[config.mk]
export PLATFORM = sky130hd
export DESIGN_NAME = tt_ctrl_seq
export DESIGN_NICKNAME = d
export VERILOG_FILES = /design/src/rtl/tt_ctrl_seq.sv
export SDC_FILE = /design/constraint.sdc
export NUM_CORES = 1
export LEC_CHECK = 0
export BUFFER_PORTS_ARGS = -buffer_cell sky130_fd_sc_hd__buf_2
export CORE_ASPECT_RATIO = 0.6
export CORE_MARGIN = 3
export CORE_UTILIZATION = 30
export DETAILED_ROUTE_END_ITERATION = 16
export RECOVER_POWER = 25
export SLEW_MARGIN = 30
export SYNTH_ARGS = -nofsm -noshare
export SYNTH_HDL_FRONTEND = slang
export SYNTH_SLANG_ARGS = --single-unit
[constraint.sdc]
create_clock -name clk -period 3.2 [get_ports clk]
set_input_delay 0.48 -clock clk [delete_from_list [all_inputs] [get_ports clk]]
set_output_delay 0.48 -clock clk [all_outputs]
set_load 0.005 [all_outputs]
[src/rtl/tt_ctrl_seq.sv]
// rtl/tt_ctrl_seq.sv - valid/ready sequencer driving the mux controller select/enable pins
// Optional incremental select mode: define TT_CTRL_SEQ_INCR_EN.
module tt_ctrl_seq #(
  parameter int RST_W    = 4,
  parameter int PULSE_W  = 2,
  parameter int SETTLE_W = 4
) (
  input  logic       clk,
  input  logic       rst_n,
  input  logic       req_valid,
  output logic       req_ready,
  input  logic [9:0] req_addr,
  input  logic       req_ena,
  output logic       done,
  output logic [9:0] cur_addr,
  output logic       ctrl_sel_rst_n,
  output logic       ctrl_sel_inc,
  output logic       ctrl_ena
);

  localparam logic [2:0] S_IDLE   = 3'd0;
  localparam logic [2:0] S_RST    = 3'd1;
  localparam logic [2:0] S_INC_H  = 3'd2;
  localparam logic [2:0] S_INC_L  = 3'd3;
  localparam logic [2:0] S_SETTLE = 3'd4;

  localparam int CW = 16;
  localparam logic [CW-1:0] C_RST    = CW'(RST_W - 1);
  localparam logic [CW-1:0] C_PULSE  = CW'(PULSE_W - 1);
  localparam logic [CW-1:0] C_SETTLE = CW'(SETTLE_W - 1);

  logic [2:0]    r_state;
  logic [CW-1:0] r_cnt;
  logic [9:0]    r_rem;
  logic          r_ena_lat;
  logic          r_ready;
  logic          r_done;
  logic [9:0]    r_cur;
  logic          r_sel_rst_n;
  logic          r_inc;
  logic          r_ena;

  logic       w_hs;
  logic       w_skip_rst;
  logic [9:0] w_diff;

  assign w_hs   = req_valid & r_ready;
  assign w_diff = req_addr - r_cur;

`ifdef TT_CTRL_SEQ_INCR_EN
  // Counting up from the current select is enough when the target is not behind it.
  assign w_skip_rst = (req_addr >= r_cur);
`else
  assign w_skip_rst = 1'b0;
`endif

  always_ff @(posedge clk or negedge rst_n) begin
    if (!rst_n) begin
      r_state     <= S_IDLE;
      r_cnt       <= '0;
      r_rem       <= '0;
      r_ena_lat   <= 1'b0;
      r_ready     <= 1'b0;
      r_done      <= 1'b0;
      r_cur       <= '0;
      r_sel_rst_n <= 1'b0;
      r_inc       <= 1'b0;
      r_ena       <= 1'b0;
    end else begin
      r_done <= 1'b0;
      case (r_state)
        S_IDLE: begin
          r_sel_rst_n <= 1'b1;
          if (w_hs) begin
            r_ready   <= 1'b0;
            r_ena     <= 1'b0;
            r_ena_lat <= req_ena;
            if (w_skip_rst) begin
              if (w_diff == 10'd0) begin
                r_state <= S_SETTLE;
                r_cnt   <= C_SETTLE;
              end else begin
                r_state <= S_INC_H;
                r_cnt   <= C_PULSE;
                r_inc   <= 1'b1;
                r_cur   <= r_cur + 10'd1;
                r_rem   <= w_diff - 10'd1;
              end
            end else begin
              r_state     <= S_RST;
              r_cnt       <= C_RST;
              r_sel_rst_n <= 1'b0;
              r_cur       <= '0;
              r_rem       <= req_addr;
            end
          end else begin
            r_ready <= 1'b1;
          end
        end

        S_RST: begin
          if (r_cnt == '0) begin
            r_sel_rst_n <= 1'b1;
            if (r_rem == 10'd0) begin
              r_state <= S_SETTLE;
              r_cnt   <= C_SETTLE;
            end else begin
              r_state <= S_INC_H;
              r_cnt   <= C_PULSE;
              r_inc   <= 1'b1;
              r_cur   <= r_cur + 10'd1;
              r_rem   <= r_rem - 10'd1;
            end
          end else begin
            r_cnt <= r_cnt - 1'b1;
          end
        end

        S_INC_H: begin
          if (r_cnt == '0) begin
            r_state <= S_INC_L;
            r_cnt   <= C_PULSE;
            r_inc   <= 1'b0;
          end else begin
            r_cnt <= r_cnt - 1'b1;
          end
        end

        S_INC_L: begin
          if (r_cnt == '0) begin
            if (r_rem == 10'd0) begin
              r_state <= S_SETTLE;
              r_cnt   <= C_SETTLE;
            end else begin
              r_state <= S_INC_H;
              r_cnt   <= C_PULSE;
              r_inc   <= 1'b1;
              r_cur   <= r_cur + 10'd1;
              r_rem   <= r_rem - 10'd1;
            end
          end else begin
            r_cnt <= r_cnt - 1'b1;
          end
        end

        S_SETTLE: begin
          if (r_cnt == '0) begin
            r_state <= S_IDLE;
            r_ena   <= r_ena_lat;
            r_done  <= 1'b1;
            r_ready <= 1'b1;
          end else begin
            r_cnt <= r_cnt - 1'b1;
          end
        end

        default: r_state <= S_IDLE;
      endcase
    end
  end

  assign req_ready      = r_ready;
  assign done           = r_done;
  assign cur_addr       = r_cur;
  assign ctrl_sel_rst_n = r_sel_rst_n;
  assign ctrl_sel_inc   = r_inc;
  assign ctrl_ena       = r_ena;

endmodule

==> results.md, run 1 <==
* Status: complete, but fails checks
* Failing checks: capacitance limit, slew limit
* Synthesized area per cell at 8.73 um^2
* Internal at 0.965 mW
* Setup Skew at 3.87 ps
* H-tree depth at 2
* CP Launch Point: r_cnt[4]
* Largest net degree at the start of global routing at 46
* Clock transition at the registers of the reported paths at 60 ps
* Effective utilization at floorplan at 0.312
* 1st-pass router iterations at 4
* Final net count at 329
* Minimum clock period at 2520 ps
* Clk Latency, worst-skew pair at 290 ps
* CTS Buf Count at 5
* GP Congestion at 0.793
* First-pass GRT wire length at 10.2 mm
* Hold path start: req_ena
* Critical Path AT at 2700 ps
* Worst slack at placement at 680 ps
* Worst r2r src: r_cnt[4]
* Setup WS post-layout at 678 ps
* Initial antenna violation count at 0
* Final WL at 6.06 mm
* Clk root buf: clkbuf_16
* Setup Buffers After CTS at 0
* Chip width at 124 um
* Worst Setup Path Type: register to register
* Register area share after synthesis at 0.452
* Fmax achieved at 0.396 GHz
* Post-Syn Area at 2490 um^2
* Async SR Flop Fraction at 1.00
* Final Cycle Share at 0.788
* Sw Ratio at 0.193
* Global route total overflow at 0
* Crit-path max FO at 10
* Setup crit start kind: register
* Worst Tran Pin Value at 2440 ps
* Synthesis Warnings at 0
* Net Count, Synth at 304
* Ys flop type: dfrtp_1
* Crit. End Element: register
* Hold crit path type: primary input to register
* Die H at 76.6 um
* CTS-repair resized insts at 0
* Worst Path Required at 3380 ps
* Num rows at 25
* P_leak at 1.22 nW
* Layout cells sized above 1 at 0.151
* Post-DP HPWL at 4.40 mm
* PwrDens at 411 nW/um^2
* Peak supply drop at 0.000148 V
* Die area at 9460 um^2
* Max-slew headroom at -0.628
* Count of boundary I/O pins at 29
* Hold Vio Cnt, Final at 0
* WL/cell at 14.5 um
* Comb power frac at 0.017
* NetSw at 0.231 mW
* Final setup viols at 0
* Mapped Cells at 285
* Clock power frac at 0.507
* Clk buf depth at 2
* Sequential Power Share at 0.476
* R2r setup slk at 680 ps
* Synthesis-to-layout area growth at 17.0%
* Synth cell types at 49
* DRC viols at 0
* Global-route usage over all layers at 0.137
* Post-route antenna net violation count at 0
* Vias post-DR at 2112
* CTS Hold Buffers Added at 0
* EDFF count, synth at 0
* Yosys reg bits at 45
* Core area at 7980 um^2
* CTS Sinks at 45
* Max-Cap Viols at 1
* Initial DRC Count at 202
* Antenna cells at 0
* CTS tree: done
* Pins Over Slew Limit at 46
* Fillers at 807
* Port Buffers at 28
* RSZ-0062 raised after global routing: no
* Via/cell ratio at 5.04
* Vias in the first global route at 1932
* Sum of negative setup slack at 0 ps
[layout make-up]
class / instances / area [um^2] / area share
clock buffer: 7 / 143 / 0.0490
multi-input combinational: 217 / 1280 / 0.439
sequential: 45 / 1130 / 0.387
inverter: 10 / 37.5 / 0.0129
tap: 108 / 135 / 0.0464
clock inverter: 1 / 30.0 / 0.0103
timing repair buffer: 31 / 161 / 0.0554
[critical path, cell delays in order, from the launching register on]
cell     delay (ps)
dfrtp_1         400
or3_1           500
nor4b_4         520
and4_1          580
nand4_1         190
xor2_1          170
nor2_1           50
[per-layer routing]
metal	GRT usage	routed length, um
met1	0.232	3410
met2	0.157	2160
met3	0.0401	418
met4	0.0398	82
met5	0	0
[flip-flops by register name, summed over array words and instances (netlist names)]
register / flops
ctrl_ena: 1
ctrl_sel_inc: 1
ctrl_sel_rst_n: 1
cur_addr: 10
done: 1
r_cnt: 16
r_ena_lat: 1
r_rem: 10
r_state: 3
req_ready: 1
[final timing paths]
path	endpoint	cells past startpoint
max	cur_addr[6]	6
min	r_ena_lat	3
max reg2reg	cur_addr[6]	6
min reg2reg	r_ena_lat	2
max in group asynchronous	ctrl_ena	1
min in group asynchronous	r_rem[5]	1
[power by group through the flow]
| stage | logic [mW] | registers [mW] | clock network [mW] |
|---|---|---|---|
| CTS | 0.0223 | 0.569 | 0.622 |
| global route | 0.0243 | 0.568 | 0.643 |
| detailed placement | 0.0223 | 0.579 | 0 |
| floorplan | 0.00126 | 0.580 | 0 |
| finish | 0.0208 | 0.569 | 0.607 |
| global placement | 0.0223 | 0.579 | 0 |
[cells in the final DEF, fill, tap and decap left out, drive strengths merged, types with 5 or more instances in the layout]
| cell type | netlist | layout |
|---|---|---|
| buf | 5 | 30 |
| inv | 10 | 10 |
| o21ai | 20 | 20 |
| clkbuf | 8 | 8 |
| ha | 5 | 5 |
| nand4 | 5 | 5 |
| nand2 | 32 | 32 |
| nor2 | 40 | 40 |
| nor3 | 6 | 6 |
| nand3 | 9 | 9 |
| xor2 | 11 | 11 |
| dfrtp | 45 | 45 |
| or3 | 7 | 7 |
| a21oi | 27 | 27 |
| nor4 | 5 | 5 |
[through the flow]
stage                     power [mW]  hold slack (ps)  cell area (um^2)  cells  utilization
after detailed placement       0.602              480              2740    411        0.344
after floorplan                0.581              184              2490    285            -
after global placement         0.602              463              2740    411        0.343
after global routing            1.24              388              2910    419        0.365
after CTS                       1.21              211              2910    419        0.365
final                           1.20              382              2910    419        0.365
[synth_stat cells, drive strengths merged (2+ instances only)]
cell type / number / area [um^2]
ha: 5 / 62.6
nand2: 32 / 123
xnor2: 4 / 35.0
nor2b: 4 / 25.0
and2: 2 / 12.5
o22ai: 3 / 18.8
a211oi: 2 / 15.0
a21oi: 27 / 135
nand3: 9 / 45.0
nand2b: 3 / 18.8
nand4: 5 / 31.3
or4: 2 / 18.8
o21ai: 20 / 100
buf: 5 / 25.0
or2: 2 / 12.5
inv: 10 / 37.5
o31ai: 2 / 28.8
nor2: 40 / 158
nand3b: 2 / 15.0
clkbuf: 8 / 30.0
o211ai: 4 / 30.0
dfrtp: 45 / 1130
nor3: 6 / 30.0
and3: 3 / 18.8
xor2: 11 / 96.3
or3: 7 / 48.8
a31oi: 3 / 18.8
nor4: 5 / 31.3
[kinds of logic after synthesis]
kind of cell / synth area share
adder cells (fa/ha/maj): 0.0251
AND/OR/NAND/NOR: 0.264
flip-flops: 0.452
buffers and inverters: 0.0372
AO/OA/AOI/OAI: 0.168
XOR/XNOR: 0.0528
No activity file was read; power rests on OpenSTA's default activity.
==> run 2, diff against run 1 <==
ABC_AREA = 1   (was unset)
clock period = 2.5 ns   (was 3.2 ns; I/O delays follow)
==> run 2 against run 1 <==
Net effect:
- total power grew to 3.3 times the previous value
- the flow now finishes without violations
- largest cell class unchanged
- core utilization hardly changed
- sequential power is 130% higher
- setup slack worse by 160 ps
- non-clock buffer count is 2 higher
- sequential cell count stayed put
- hold slack worse by 190 ps
- global-route usage is 0.11 points higher
- count of clock-buffer cells in the layout is 2 lower
==> results.md, run 2 <==
* CTS tree: done (unchanged)
* Synthesis Warnings at 0 (unchanged)
* Peak supply drop at 0.000485 V (was 0.000148 V)
* Post-route antenna net violation count at 0 (unchanged)
* RSZ-0062 raised after global routing: no (unchanged)
* CTS Hold Buffers Added at 0 (unchanged)
* Initial antenna violation count at 0 (unchanged)
* Commonest cells after routing, fill and taps aside: 139 x nand2_1, 45 x dfrtp_1, 42 x nand3_1 (was 45 x dfrtp_1, 39 x nor2_1, 31 x nand2_1)
* Largest area contributor in the netlist: dfrtp_1 (unchanged)
* Clk root buf: clkbuf_16 (unchanged)
* Worst slack at placement at 530 ps (was 680 ps)
* Top reg by flops: r_cnt (unchanged)
* Via/cell ratio at 4.69 (was 5.04)
* Chip width at 132 um (was 124 um)
* Crit-path max FO at 15 (was 10)
* WP buf/inv at 2 (was 0)
* EDFF count, synth at 0 (unchanged)
* Register area share after synthesis at 0.396 (was 0.452)
* R2r setup slk at 510 ps (was 680 ps)
* Hold Vio Cnt, Final at 0 (unchanged)
* Cell family with most CP delay: simple AND/OR/NAND/NOR gates (unchanged)
* CTS Sinks at 45 (unchanged)
* Hold crit path type: primary input to async pin (was primary input to register)
* P_leak at 1.65 nW (was 1.22 nW)
* Critical Path AT at 2150 ps (was 2700 ps)
* Initial DRC Count at 216 (was 202)
* Net Count, Synth at 422 (was 304)
* Async SR Flop Fraction at 1.00 (unchanged)
* Dpl cell area at 3110 um^2 (was 2740 um^2)
* Worst Path Required at 2670 ps (was 3380 ps)
* Mapped Cells at 403 (was 285)
* Final non-filler cell total at 559 (was 419)
* Clk buf depth at 2 (unchanged)
* Minimum clock period at 1990 ps (was 2520 ps)
* Crit-path max cell delay at 390 ps (was 580 ps)
* Ys flop type: dfrtp_1 (unchanged)
* Synth cell types at 35 (was 49)
* Worst hold slack at 195 ps (was 382 ps)
* WL/cell at 12.4 um (was 14.5 um)
* 1st-pass router iterations at 5 (was 4)
* Sum of negative setup slack at 0 ps (unchanged)
* CP Launch Point: r_cnt[0] (was r_cnt[4])
* Die area at 10700 um^2 (was 9460 um^2)
* Fmax achieved at 0.504 GHz (was 0.396 GHz)
* Largest net degree at the start of global routing at 22 (was 46)
* Num rows at 26 (was 25)
* Setup crit start kind: register (unchanged)
* Synth top area cells: dfrtp_1 40%, nand2_1 18%, nand3_1 7.4% (was dfrtp_1 45%, nor2_1 5.9%, a21oi_1 5.4%)
* H-tree depth at 2 (unchanged)
* CTS Buf Count at 5 (unchanged)
* Post-DP HPWL at 5.35 mm (was 4.40 mm)
* Pins Over Slew Limit at 0 (was 46)
* Setup Skew at 7.93 ps (was 3.87 ps)
* Core area at 8850 um^2 (was 7980 um^2)
* Post-Syn Area at 2840 um^2 (was 2490 um^2)
* Effective utilization at floorplan at 0.321 (was 0.312)
* Vias in the first global route at 2383 (was 1932)
* Antenna cells at 0 (unchanged)
* Max-Cap Viols at 0 (was 1)
* First-pass GRT wire length at 12.0 mm (was 10.2 mm)
* Final Cycle Share at 0.794 (was 0.788)
* GP Congestion at 0.877 (was 0.793)
* Setup Buffers After CTS at 0 (unchanged)
* Synthesized area per cell at 7.05 um^2 (was 8.73 um^2)
* Synthesis-to-layout area growth at 13.8% (was 17.0%)
* Max reg flops at 16 (unchanged)
* Global-route usage over all layers at 0.138 (was 0.137)
* Worst Setup Path Type: register to register (unchanged)
* Cells along the critical path: inv_1, ha_1, nand3_1, nor2_1, nand3_2, nand3b_2, inv_1, nand2_1, nand2_1 (was or3_1, nor4b_4, and4_1, nand4_1, xor2_1, nor2_1)
* Max-slew headroom at 0.402 (was -0.628)
* Final WL at 6.93 mm (was 6.06 mm)
* Count of boundary I/O pins at 29 (unchanged)
* Status: complete, no violations (was complete, but fails checks)
* Most common cell in the netlist: nand2_1 (was dfrtp_1)
* Fillers at 937 (was 807)
* Crit. End Element: register (unchanged)
* Inst Count DP at 553 (was 411)
* Cell area after layout at 3230 um^2 (was 2910 um^2)
* Clk Latency, worst-skew pair at 280 ps (was 290 ps)
* Commonest cells in the netlist: 139 x nand2_1, 45 x dfrtp_1, 42 x nand3_1, 40 x nor2_1, 37 x inv_1 (was 45 x dfrtp_1, 39 x nor2_1, 31 x nand2_1, 27 x a21oi_1, 20 x o21ai_0)
* CTS-repair resized insts at 0 (unchanged)
* Final setup viols at 0 (unchanged)
* Final net count at 453 (was 329)
* Critical Path Slowest Stage Cell: dfrtp_1 (was and4_1)
* Port Buffers at 28 (unchanged)
* Most common cell after layout, fill and taps aside: nand2_1 (was dfrtp_1)
* PwrDens at 1220 nW/um^2 (was 411 nW/um^2)
* Clock transition at the registers of the reported paths at 60 ps (about the same)
* Global route total overflow at 0 (unchanged)
* Worst Tran Pin Value at 898 ps (was 2440 ps)
* Vias post-DR at 2621 (was 2112)
* Layout cells sized above 1 at 0.127 (was 0.151)
* Post-synth top area share at 0.396 (was 0.452)
* DRC viols at 0 (unchanged)
* Setup WS post-layout at 515 ps (was 678 ps)
* Worst r2r src: r_cnt[0] (was r_cnt[4])
* Die H at 81.4 um (was 76.6 um)
* Yosys reg bits at 45 (unchanged)
-- run 2: changes by cell type in the layout (fill, tap and decap cells not counted), sizes merged, moves of 5 or more --
cell and change:
inv +29, nor2 +6, a21oi -20, nand4 +5, nand2 +109, nand3 +34, or3 -7, o21ai +11
-- run 2: worst reg2reg max path, cell delays in order (launching register included) --
cell	delay [ps]
dfrtp_1	390
inv_1	130
ha_1	200
nand3_1	80
nor2_1	230
nand3_2	160
nand3b_2	310
inv_1	220
nand2_1	120
nand2_1	50
-- run 2: stage by stage --
step	utilization	total power, mW
global placement	0.351	3.31
global route	0.365	4.37
floorplan	-	2.83
finish	0.365	3.94
CTS	0.366	3.98
detailed placement	0.351	3.34
-- run 2: where the power goes --
group          total, mW  switching, mW  internal (mW)  leakage, nW
logic               2.02           1.32          0.701         1.01
clock network      0.622          0.265          0.357       0.0655
registers           1.31          0.291           1.01        0.576
-- run 2: worst paths after layout --
| check | to | depth (start not counted) |
|---|---|---|
| worst max-delay path | r_cnt[6] | 9 |
| worst min-delay path | r_cnt[9] | 1 |
| worst max register to register | r_cnt[6] | 9 |
| worst min register to register | r_ena_lat | 2 |
| max in group asynchronous | req_ready | 2 |
| min in group clk | r_ena_lat | 3 |
-- run 2: cell families (layout without fill, tap and decap cells) --
family | count (synthesis) | after routing | share of synthesized area
AOI/OAI and AO/OA | 43 | 43 | 0.0872
xor gates and xnor gates | 13 | 13 | 0.0401
adders and majority gates | 5 | 5 | 0.0220
buffers and inverters | 48 | 78 | 0.0753
DFF | 45 | 45 | 0.396
muxes | 1 | 1 | 0.00352
and+or+nand+nor | 248 | 248 | 0.375
-- run 2: layer usage --
metal | vias to the layer above | track usage | wire length [um]
met1 | 1204 | 0.217 | 3940
met5 | - | 0 | 0
li1 | 1352 | - | -
met3 | 4 | 0.0340 | 363
met2 | 61 | 0.187 | 2580
met4 | 0 | 0.0283 | 48
-- run 2: layout make-up --
class	count	area (um^2)	share of cell area
well taps	126	158	0.0488
clock inverters	1	5.00	0.00155
flip-flops and latches	45	1130	0.348
repair buffers	33	173	0.0534
inverters	39	146	0.0453
clock buffers	5	125	0.0387
multi-input cells	310	1500	0.464
